--- config.mk ---
export PLATFORM = sky130hd
export DESIGN_NAME = seg7_scan
export DESIGN_NICKNAME = d
export VERILOG_FILES = /design/src/rtl/seg7_scan.sv
export SDC_FILE = /design/constraint.sdc
export NUM_CORES = 1
export LEC_CHECK = 0
export BUFFER_PORTS_ARGS = -buffer_cell sky130_fd_sc_hd__buf_2
export CORE_ASPECT_RATIO = 1.4
export CORE_MARGIN = 1.5
export CORE_UTILIZATION = 30
export DETAILED_ROUTE_END_ITERATION = 10
export GPL_TIMING_DRIVEN = 0
export PLACE_DENSITY_LB_ADDON = 0.3
export SLEW_MARGIN = 15
export SYNTH_ARGS = -nofsm -noshare
export SYNTH_HDL_FRONTEND = slang
export SYNTH_SLANG_ARGS = --single-unit
export TNS_END_PERCENT = 20
--- constraint.sdc ---
create_clock -name clk -period 3.74 [get_ports clk]
set_input_delay 0.374 -clock clk [delete_from_list [all_inputs] [get_ports clk]]
set_output_delay 0.374 -clock clk [all_outputs]
set_load 0.1 [all_outputs]
--- src/rtl/seg7_scan.sv ---
// Time-multiplexed common-anode seven-segment driver with frame-aligned double buffering.
// Optional leading-zero blanking is enabled by defining SEG7_LZB_EN.
module seg7_scan #(
  parameter int DIGITS      = 8,
  parameter int REFRESH_DIV = 50000
) (
  input  logic                  clk,
  input  logic                  resetn,
  input  logic                  load,
  input  logic [4*DIGITS-1:0]   data_in,
  input  logic [DIGITS-1:0]     dp_in,
  output logic [DIGITS-1:0]     led_en,
  output logic                  led_ca,
  output logic                  led_cb,
  output logic                  led_cc,
  output logic                  led_cd,
  output logic                  led_ce,
  output logic                  led_cf,
  output logic                  led_cg,
  output logic                  led_dp,
  output logic                  frame
);

  localparam int CW = (REFRESH_DIV > 1) ? $clog2(REFRESH_DIV) : 1;
  localparam int IW = (DIGITS > 1) ? $clog2(DIGITS) : 1;
  localparam logic [CW-1:0] CNT_LAST = CW'(REFRESH_DIV - 1);
  localparam logic [IW-1:0] IDX_LAST = IW'(DIGITS - 1);

  logic [CW-1:0]         cnt, cnt_nxt;
  logic [IW-1:0]         idx, idx_nxt;
  logic [4*DIGITS-1:0]   pend_data, act_data, act_data_nxt;
  logic [DIGITS-1:0]     pend_dp, act_dp, act_dp_nxt;
  logic                  pend_valid;
  logic                  lit, lit_nxt;
  logic                  tick, wrap, commit;
  logic [3:0]            nib;
  logic                  dp_sel;
  logic                  blank;
  logic [DIGITS-1:0]     en_c;
  logic [6:0]            glyph_c;
  logic [6:0]            seg_q;

  function automatic logic [6:0] hex_glyph(input logic [3:0] h);
    logic [6:0] g;
    case (h)
      4'h0: g = 7'b0000001;
      4'h1: g = 7'b1001111;
      4'h2: g = 7'b0010010;
      4'h3: g = 7'b0000110;
      4'h4: g = 7'b1001100;
      4'h5: g = 7'b0100100;
      4'h6: g = 7'b0100000;
      4'h7: g = 7'b0001111;
      4'h8: g = 7'b0000000;
      4'h9: g = 7'b0001100;
      4'ha: g = 7'b0001000;
      4'hb: g = 7'b1100000;
      4'hc: g = 7'b0110001;
      4'hd: g = 7'b1000010;
      4'he: g = 7'b0110000;
      default: g = 7'b0111000;
    endcase
    return g;
  endfunction

  always_comb begin
    tick         = (cnt == CNT_LAST);
    wrap         = tick && (idx == IDX_LAST);
    commit       = wrap && pend_valid;
    cnt_nxt      = tick ? '0 : cnt + 1'b1;
    idx_nxt      = idx;
    if (tick) idx_nxt = (idx == IDX_LAST) ? '0 : idx + 1'b1;
    act_data_nxt = commit ? pend_data : act_data;
    act_dp_nxt   = commit ? pend_dp : act_dp;
    lit_nxt      = lit | tick;
  end

  // Outputs are decoded from next-state index/data so select and segments move together.
  always_comb begin
    nib    = 4'h0;
    dp_sel = 1'b0;
    en_c   = '1;
    for (int j = 0; j < DIGITS; j++) begin
      if (idx_nxt == IW'(j)) begin
        nib     = act_data_nxt[4*j +: 4];
        dp_sel  = act_dp_nxt[j];
        en_c[j] = 1'b0;
      end
    end
    glyph_c = hex_glyph(nib);
  end

`ifdef SEG7_LZB_EN
  // Walk from the most significant digit down; a digit blanks only if it and all above are empty.
  always_comb begin
    logic tail_zero;
    tail_zero = 1'b1;
    blank     = 1'b0;
    for (int j = DIGITS - 1; j >= 1; j--) begin
      tail_zero = tail_zero && (act_data_nxt[4*j +: 4] == 4'h0) && !act_dp_nxt[j];
      if (idx_nxt == IW'(j)) blank = tail_zero;
    end
  end
`else
  always_comb begin
    blank = 1'b0;
  end
`endif

  always_ff @(posedge clk or negedge resetn) begin
    if (!resetn) begin
      cnt        <= '0;
      idx        <= '0;
      pend_data  <= '0;
      pend_dp    <= '0;
      pend_valid <= 1'b0;
      act_data   <= '0;
      act_dp     <= '0;
      lit        <= 1'b0;
      led_en     <= '1;
      seg_q      <= '1;
      led_dp     <= 1'b1;
      frame      <= 1'b0;
    end else begin
      cnt      <= cnt_nxt;
      idx      <= idx_nxt;
      act_data <= act_data_nxt;
      act_dp   <= act_dp_nxt;
      lit      <= lit_nxt;
      // A coincident load wins over the commit clearing valid.
      if (load) begin
        pend_data  <= data_in;
        pend_dp    <= dp_in;
        pend_valid <= 1'b1;
      end else if (commit) begin
        pend_valid <= 1'b0;
      end
      led_en <= lit_nxt ? en_c : '1;
      seg_q  <= (lit_nxt && !blank) ? glyph_c : '1;
      led_dp <= (lit_nxt && !blank) ? ~dp_sel : 1'b1;
      frame  <= wrap;
    end
  end

  assign led_ca = seg_q[6];
  assign led_cb = seg_q[5];
  assign led_cc = seg_q[4];
  assign led_cd = seg_q[3];
  assign led_ce = seg_q[2];
  assign led_cf = seg_q[1];
  assign led_cg = seg_q[0];

endmodule
==> results of run 1 <==
report_power, final:
part | total [mW] | internal (mW) | switching, mW
sequential | 1.35 | 1.32 | 0.0278
clock | 1.74 | 1.15 | 0.596
combinational | 0.113 | 0.0590 | 0.0537
kinds of logic (layout without fill, tap and decap cells):
family                   Yosys count  count (layout)
adder cells (fa/ha/maj)            9               9
multiplexers                      64              64
buffers and inverters             34             162
AND/OR/NAND/NOR                  170             170
AO/OA/AOI/OAI                     72              72
flip-flops                       118             118
XOR/XNOR                          12              12
layer usage:
metal / share of wire / up-vias / GRT usage / wire length [um]
li1: - / 1927 / - / -
met1: 0.41 / 2074 / 0.175 / 5670
met4: 0.035 / 0 / 0.0783 / 493
met2: 0.52 / 92 / 0.264 / 7300
met5: 0 / - / 0 / 0
met3: 0.032 / 25 / 0.0272 / 442
state kept, by name (all words and copies together) (netlist names):
name / count
led_en: 8
frame: 1
idx: 3
cnt: 16
pend_valid: 1
seg_q: 7
act_dp: 8
pend_data: 32
led_dp: 1
lit: 1
pend_dp: 8
act_data: 32
stage by stage:
| step | total power [mW] | hold slack [ns] | cells | area [sq um] |
|---|---|---|---|---|
| after global placement | 1.48 | 0.438 | 777 | 6070 |
| after global routing | 3.30 | 0.186 | 847 | 7350 |
| after CTS | 3.24 | 0.172 | 823 | 7000 |
| after floorplan | 1.41 | 0.0784 | 479 | 5480 |
| after detailed placement | 1.49 | 0.323 | 778 | 6110 |
| final | 3.20 | 0.179 | 847 | 7350 |
repair_timing:
| item | 4_1_cts | 5_1_grt |
|---|---|---|
| pin swaps | 7 | 13 |
| hold buffers | 1 | 0 |
| gates resized for setup | 28 | 31 |
| setup endpoints to repair | 7 | 7 |
| buffers inserted | 12 | 24 |
| hold endpoints to repair | 34 | 0 |
critical path: cells and delay by family, from the launching register on:
family,cells,cell delay (ns)
AND/OR/NAND/NOR,3,1.05
AO/OA/AOI/OAI,5,0.84
buffers and inverters,5,0.70
flip-flops,1,0.42
multiplexers,1,0.33
adder cells (fa/ha/maj),1,0.29
cell type report:
type / instances / area, sq um / area share
Inverter: 16 / 70.1 / 0.00954
Clock inverter: 13 / 179 / 0.0244
Timing Repair Buffer: 96 / 671 / 0.0913
Tap cell: 240 / 300 / 0.0409
Clock buffer: 19 / 453 / 0.0616
Multi-Input combinational cell: 327 / 2580 / 0.351
Buffer: 18 / 123 / 0.0167
Sequential cell: 118 / 2970 / 0.405
final timing paths:
path / start / end / slack [ns] / depth (start not counted)
min in group asynchronous: resetn / pend_data[15] / 0.46 / 2
hold / removal: data_in[27] / pend_data[27] / 0.18 / 3
setup / recovery: cnt[4] / seg_q[3] / 0.02 / 15
hold reg to reg: cnt[0] / cnt[0] / 0.45 / 1
setup reg to reg: cnt[4] / seg_q[3] / 0.02 / 15
max in group asynchronous: resetn / led_en[6] / 2.52 / 3
cells in the final DEF (no fill, tap or decap), drive strengths merged, types with 2 or more instances in the layout:
cell,synthesis,layout
buf,8,104
dfrtp,102,102
nand2,94,94
mux2,48,48
clkbuf,10,28
nor2,18,18
dfstp,16,16
o21ai,16,16
mux2i,16,16
nand3,15,15
inv,14,14
a211oi,14,14
a21oi,10,10
ha,9,9
xor2,7,7
clkinv,2,7
and3,6,6
o221ai,6,6
or3,6,6
xnor2,5,5
and2,5,5
nor4,5,5
nor2b,4,4
a221oi,4,4
clkinvlp,0,4
bufinv,0,4
nor3,4,4
a311oi,4,4
o22ai,4,4
nand2b,3,3
nand4,3,3
o31ai,3,3
or4bb,2,2
a31o,2,2
nor3b,2,2
==> reports/results.txt, run 1 <==
die height - 162 um
crit-path max FO - 10
TritonCTS clock tree - done
Final Hold Viols - 0
final WL - 13,900 um
GRT Util Overall - 0.152
main combinational cell family by area after synthesis - simple AND/OR/NAND/NOR gates
Synth Area in Compound Gates - 0.102
Syn Area/Cell - 11.3 sq um
Rel. slew slack - 0.421
FF+latch count, synth - 118
top cell type's share of synthesized area - 0.470
Vias/cell - 4.86
number of inserted diodes - 0
DRC - 0
Worst Skew - 0.00560 ns
Commonest cells post-synth - dfrtp_1 (102), nand2_1 (93), mux2_2 (47)
total I/O pin count - 60
LEAKAGE - 3.29 nW
maximum clock path buffer count - 2
Async S/R FF share, synth - 1.00
# setup viols final - 0
total core area - 0.0179 sq mm
worst path cell trace - or4bb_4, nor4_4, buf_12, mux2i_4, buf_4, buf_4, o221ai_1, o211ai_1, o31ai_4, buf_12, ha_4, inv_4, and2_4, a211oi_2, o31ai_1
sequential area share after synthesis - 0.547
initial antenna violation count - 0
clock sink count - 118
Peak VDD IR - 0.286 mV
largest net degree at the start of global routing - 79
cell taking the most area after synthesis - dfrtp_1
vias in the first global route - 4,194
first-pass GRT wire length - 21,800 um
status - finished clean
yosys warns - 0
WL/cell - 16.4 um
Primary FF master, synth - dfrtp_1
Setup crit start kind - flip-flop
mux cell area share after synthesis - 0.133
clk_lat worst skew - 0.41 ns
die area - 0.0189 sq mm
First-pass DRT Iterations - 5
post-route setup slack - 0.0155 ns
adder-cell area share of the yosys netlist - 0.0207
Least-Margin Pin Slew - 0.869 ns
via count - 4,118
Initial Utilization - 0.304
Max Clk Rate - 268 MHz
Die X - 117 um
top cells by area, synth - dfrtp_1 (47%), mux2_2 (9.7%), dfstp_2 (7.7%)
Setup crit end kind - flip-flop
Max stage delay on crit path - 0.58 ns
ANT nets after route - 0
Area Growth Syn to Fin - 35.2%
port bufs - 58
fin crit period - 3.72 ns
H-tree depth - 4
most frequent cell after synthesis - dfrtp_1
Mapped Nets - 531
number of synthesized flops with an enable pin - 0
min-delay worst type - in -> reg
CP arrival - 4.04 ns
grt ovf - 0
Setup CP Type - reg -> reg
distinct cell type count after synthesis - 63
CTS Buf Count - 17
DP Worst Slack - -0.720 ns
HPWL after DPL - 9670 um
CP max-delay cell - or4bb_4
std cell rows - 58
fin. max-slew vios - 0
number of DRC markers in iteration 0 - 180
Syn Inst Count - 479
final net count - 646
clk slew on worst S/H paths - 0.05 ns
simple-gate share of the synthesized area - 0.151
CTS Root Buffer Type - clkbuf_16
Worst Path Required - 4.06 ns
Mapped Area - 0.00544 sq mm
Tcrit/Tclk final - 0.996
Post-Synth XOR/XNOR Area - 0.0193
pwr/cell area - 436 mW/mm^2
maxcap violations - 0
layout cell share with drive strength beyond 1 - 0.420
post-route core utilization - 0.412
Fin Setup TNS - 0 ns
GP Congestion - 0.838
fill count - 1,712
unrepaired setup endpoints after global routing - true
Note: power is estimated with default switching activity, not from simulation.
==> run 2: changes to the inputs <==
--- a/config.mk
+++ b/config.mk
@@ -7,10 +7,9 @@
 export LEC_CHECK = 0
 export BUFFER_PORTS_ARGS = -buffer_cell sky130_fd_sc_hd__buf_2
 export CORE_ASPECT_RATIO = 1.4
-export CORE_MARGIN = 1.5
+export CORE_MARGIN = 2
 export CORE_UTILIZATION = 30
 export DETAILED_ROUTE_END_ITERATION = 10
-export GPL_TIMING_DRIVEN = 0
 export PLACE_DENSITY_LB_ADDON = 0.3
 export SLEW_MARGIN = 15
 export SYNTH_ARGS = -nofsm -noshare
==> reports/results.txt, run 2 (synthesis gave the netlist of run 1 again) <==
number of inserted diodes - 0 (unchanged)
GP Congestion - 0.981 (+17%)
Initial Utilization - 0.304 (unchanged)
clk slew on worst S/H paths - 0.06 ns (about the same)
die height - 163 um (+0.62%)
CP bufs+invs - 3 (-2)
Final Hold Viols - 0 (unchanged)
first-pass GRT wire length - 22,200 um (+2.0%)
number of DRC markers in iteration 0 - 252 (+40%)
most frequent cells in the layout - dfrtp_1 (102), nand2_1 (93), buf_2 (58)
Setup crit start kind - flip-flop
critical path depth in cells - 13 (-2)
Least-Margin Pin Slew - 0.964 ns (+0.0953 ns)
Net Sw Frac - 0.207 (-0.00477)
port bufs - 59 (+1.7%)
final WL - 13,900 um (-0.36%)
initial antenna violation count - 0 (unchanged)
maxcap violations - 0 (unchanged)
register area - 0.00297 sq mm (about the same)
layout cell share with drive strength beyond 1 - 0.409 (-0.0111)
Int Power - 2.58 mW (+1.9%)
LEAKAGE - 3.27 nW (-0.77%)
clock sink count - 118 (unchanged)
total I/O pin count - 60 (unchanged)
Area Growth Syn to Fin - 31.0%
crit-path max FO - 8 (-2)
Max stage delay on crit path - 0.67 ns (+0.09 ns)
Net Sw Power - 671 uW (-0.95%)
CP max-delay cell - or4_4
std cell rows - 58 (unchanged)
die area - 0.0192 sq mm (+1.5%)
DRC - 0 (unchanged)
total core area - 0.0179 sq mm (unchanged)
status - finished clean
WL/cell - 16.5 um (+0.59%)
fin. max-slew vios - 0 (unchanged)
Logic pwr share - 0.033 (-0.002)
clk_lat worst skew - 0.41 ns (about the same)
DP Worst Slack - -0.0463 ns (+0.674 ns)
maximum clock path buffer count - 2 (unchanged)
Sequential Power Share - 0.416 (-0.005)
Peak VDD IR - 0.223 mV (-22%)
Vias/cell - 4.88 (+0.34%)
TritonCTS clock tree - done
CTS Root Buffer Type - clkbuf_16
# setup viols final - 0 (unchanged)
Worst Skew - 0.00481 ns (-0.000784 ns)
footprint of the multi-input gates - 0.00245 sq mm (-4.8%)
GRT Util Overall - 0.148 (-0.00412)
min-delay worst type - in -> async
Setup CP Type - reg -> reg
First-pass DRT Iterations - 4 (-1)
via count - 4,093 (-0.61%)
Setup crit end kind - flip-flop
pwr/cell area - 456 mW/mm^2 (+4.6%)
grt ovf - 0 (unchanged)
HPWL after DPL - 9800 um (+1.4%)
Tcrit/Tclk final - 0.988 (-0.00770)
H-tree depth - 4 (unchanged)
Reg2Reg Depth - 13 (-2)
CP arrival - 4.01 ns (-0.03 ns)
CTS Buf Count - 17 (unchanged)
Crit path top cell by count - inv_2
fin crit period - 3.70 ns (-0.0288 ns)
Clock power frac - 0.551 (+0.007)
CP top delay family - simple AND/OR/NAND/NOR gates
worst path cell trace - or4bb_4, or4_4, mux2i_4, inv_2, nor3_2, a311oi_2, o22ai_2, inv_2, ha_4, inv_2, and2_4, a211oi_2, o31ai_1
Pwr Total - 3.25 mW (+1.3%)
Rel. slew slack - 0.357 (-0.0635)
vias in the first global route - 4,381 (+4.5%)
fill count - 1,791 (+4.6%)
unrepaired setup endpoints after global routing - true
largest net degree at the start of global routing - 63 (-20%)
ANT nets after route - 0 (unchanged)
Die X - 118 um (+0.86%)
Worst Path Required - 4.05 ns (about the same)
Max Clk Rate - 271 MHz (+0.78%)
largest registers - act_data (32), pend_data (32), cnt (16)
post-route setup slack - 0.0443 ns (+0.0288 ns)
final net count - 638 (-1.2%)
hold_buf cts - 0 (-1)
commonest non-fill, non-tap cell in the layout - dfrtp_1
## run 2: changes by cell type in the layout (fill, tap and decap cells not counted), moves of 3 or more
cell	previous run	this run
clkinvlp_4	4	0
mux2i_1	10	13
a211oi_4	4	1
clkinv_4	2	5
clkbuf_1	7	1
buf_4	33	41
mux2i_4	6	3
buf_12	5	1
## run 2: worst paths after layout
| check | start | end | slack (ns) |
|---|---|---|---|
| max in group asynchronous | resetn | led_en[6] | 2.85 |
| worst min-delay path | resetn | cnt[0] | 0.06 |
| min in group clk | data_in[27] | pend_data[27] | 0.18 |
| worst max register to register | cnt[4] | seg_q[3] | 0.04 |
| worst min register to register | cnt[0] | cnt[0] | 0.46 |
| worst max-delay path | cnt[4] | seg_q[3] | 0.04 |
## run 2: what timing repair did
action,CTS,global route
buffers inserted,2,12
cloned,0,1
resized for setup,4,22
pin swaps,0,16
endpoints found under the setup margin,3,6
## run 2: worst register-to-register path: cells and delay by family, from the launching register on
kind	cells	cell delay, ns
AO/OA/AOI/OAI	4	0.64
adder cells (fa/ha/maj)	1	0.27
buffers and inverters	3	0.26
flip-flops	1	0.41
multiplexers	1	0.27
AND/OR/NAND/NOR	4	1.73
## run 2: final cells by class
class | instances | area share
Sequential cell | 118 | 0.418
Multi-Input combinational cell | 327 | 0.345
Timing Repair Buffer | 105 | 0.0947
Clock buffer | 19 | 0.0622
Tap cell | 240 | 0.0422
Clock inverter | 13 | 0.0287
Inverter | 16 | 0.00914
Timing Repair inverter | 1 | 0.000703
## run 2: metrics by stage
step / std cells / utilization / hold slack (ns) / TNS (ns) / cell area (sq um)
floorplan: 479 / - / 0.0784 / 0 / 5480
global placement: 792 / 0.350 / 0.442 / 0 / 6250
detailed placement: 792 / 0.350 / 0.446 / -0.0463 / 6250
CTS: 826 / 0.388 / 0.0866 / 0 / 6920
global route: 839 / 0.399 / 0.123 / -0.125 / 7120
finish: 839 / 0.399 / 0.0561 / 0 / 7120
## run 2: routing by layer
layer	up-vias	track usage	share of wire
li1	1912	-	-
met1	2037	0.160	0.40
met2	101	0.266	0.53
met3	43	0.0307	0.031
met4	0	0.0876	0.040
met5	-	0	0
## run 2: power groups by stage
stage / sequential [mW] / combinational (mW) / clock, mW
3_5_place_dp: 1.37 / 0.111 / 0
5_1_grt: 1.36 / 0.121 / 1.87
4_1_cts: 1.35 / 0.111 / 1.82
6_report: 1.35 / 0.107 / 1.79
2_1_floorplan: 1.36 / 0.0537 / 0
3_3_place_gp: 1.37 / 0.107 / 0
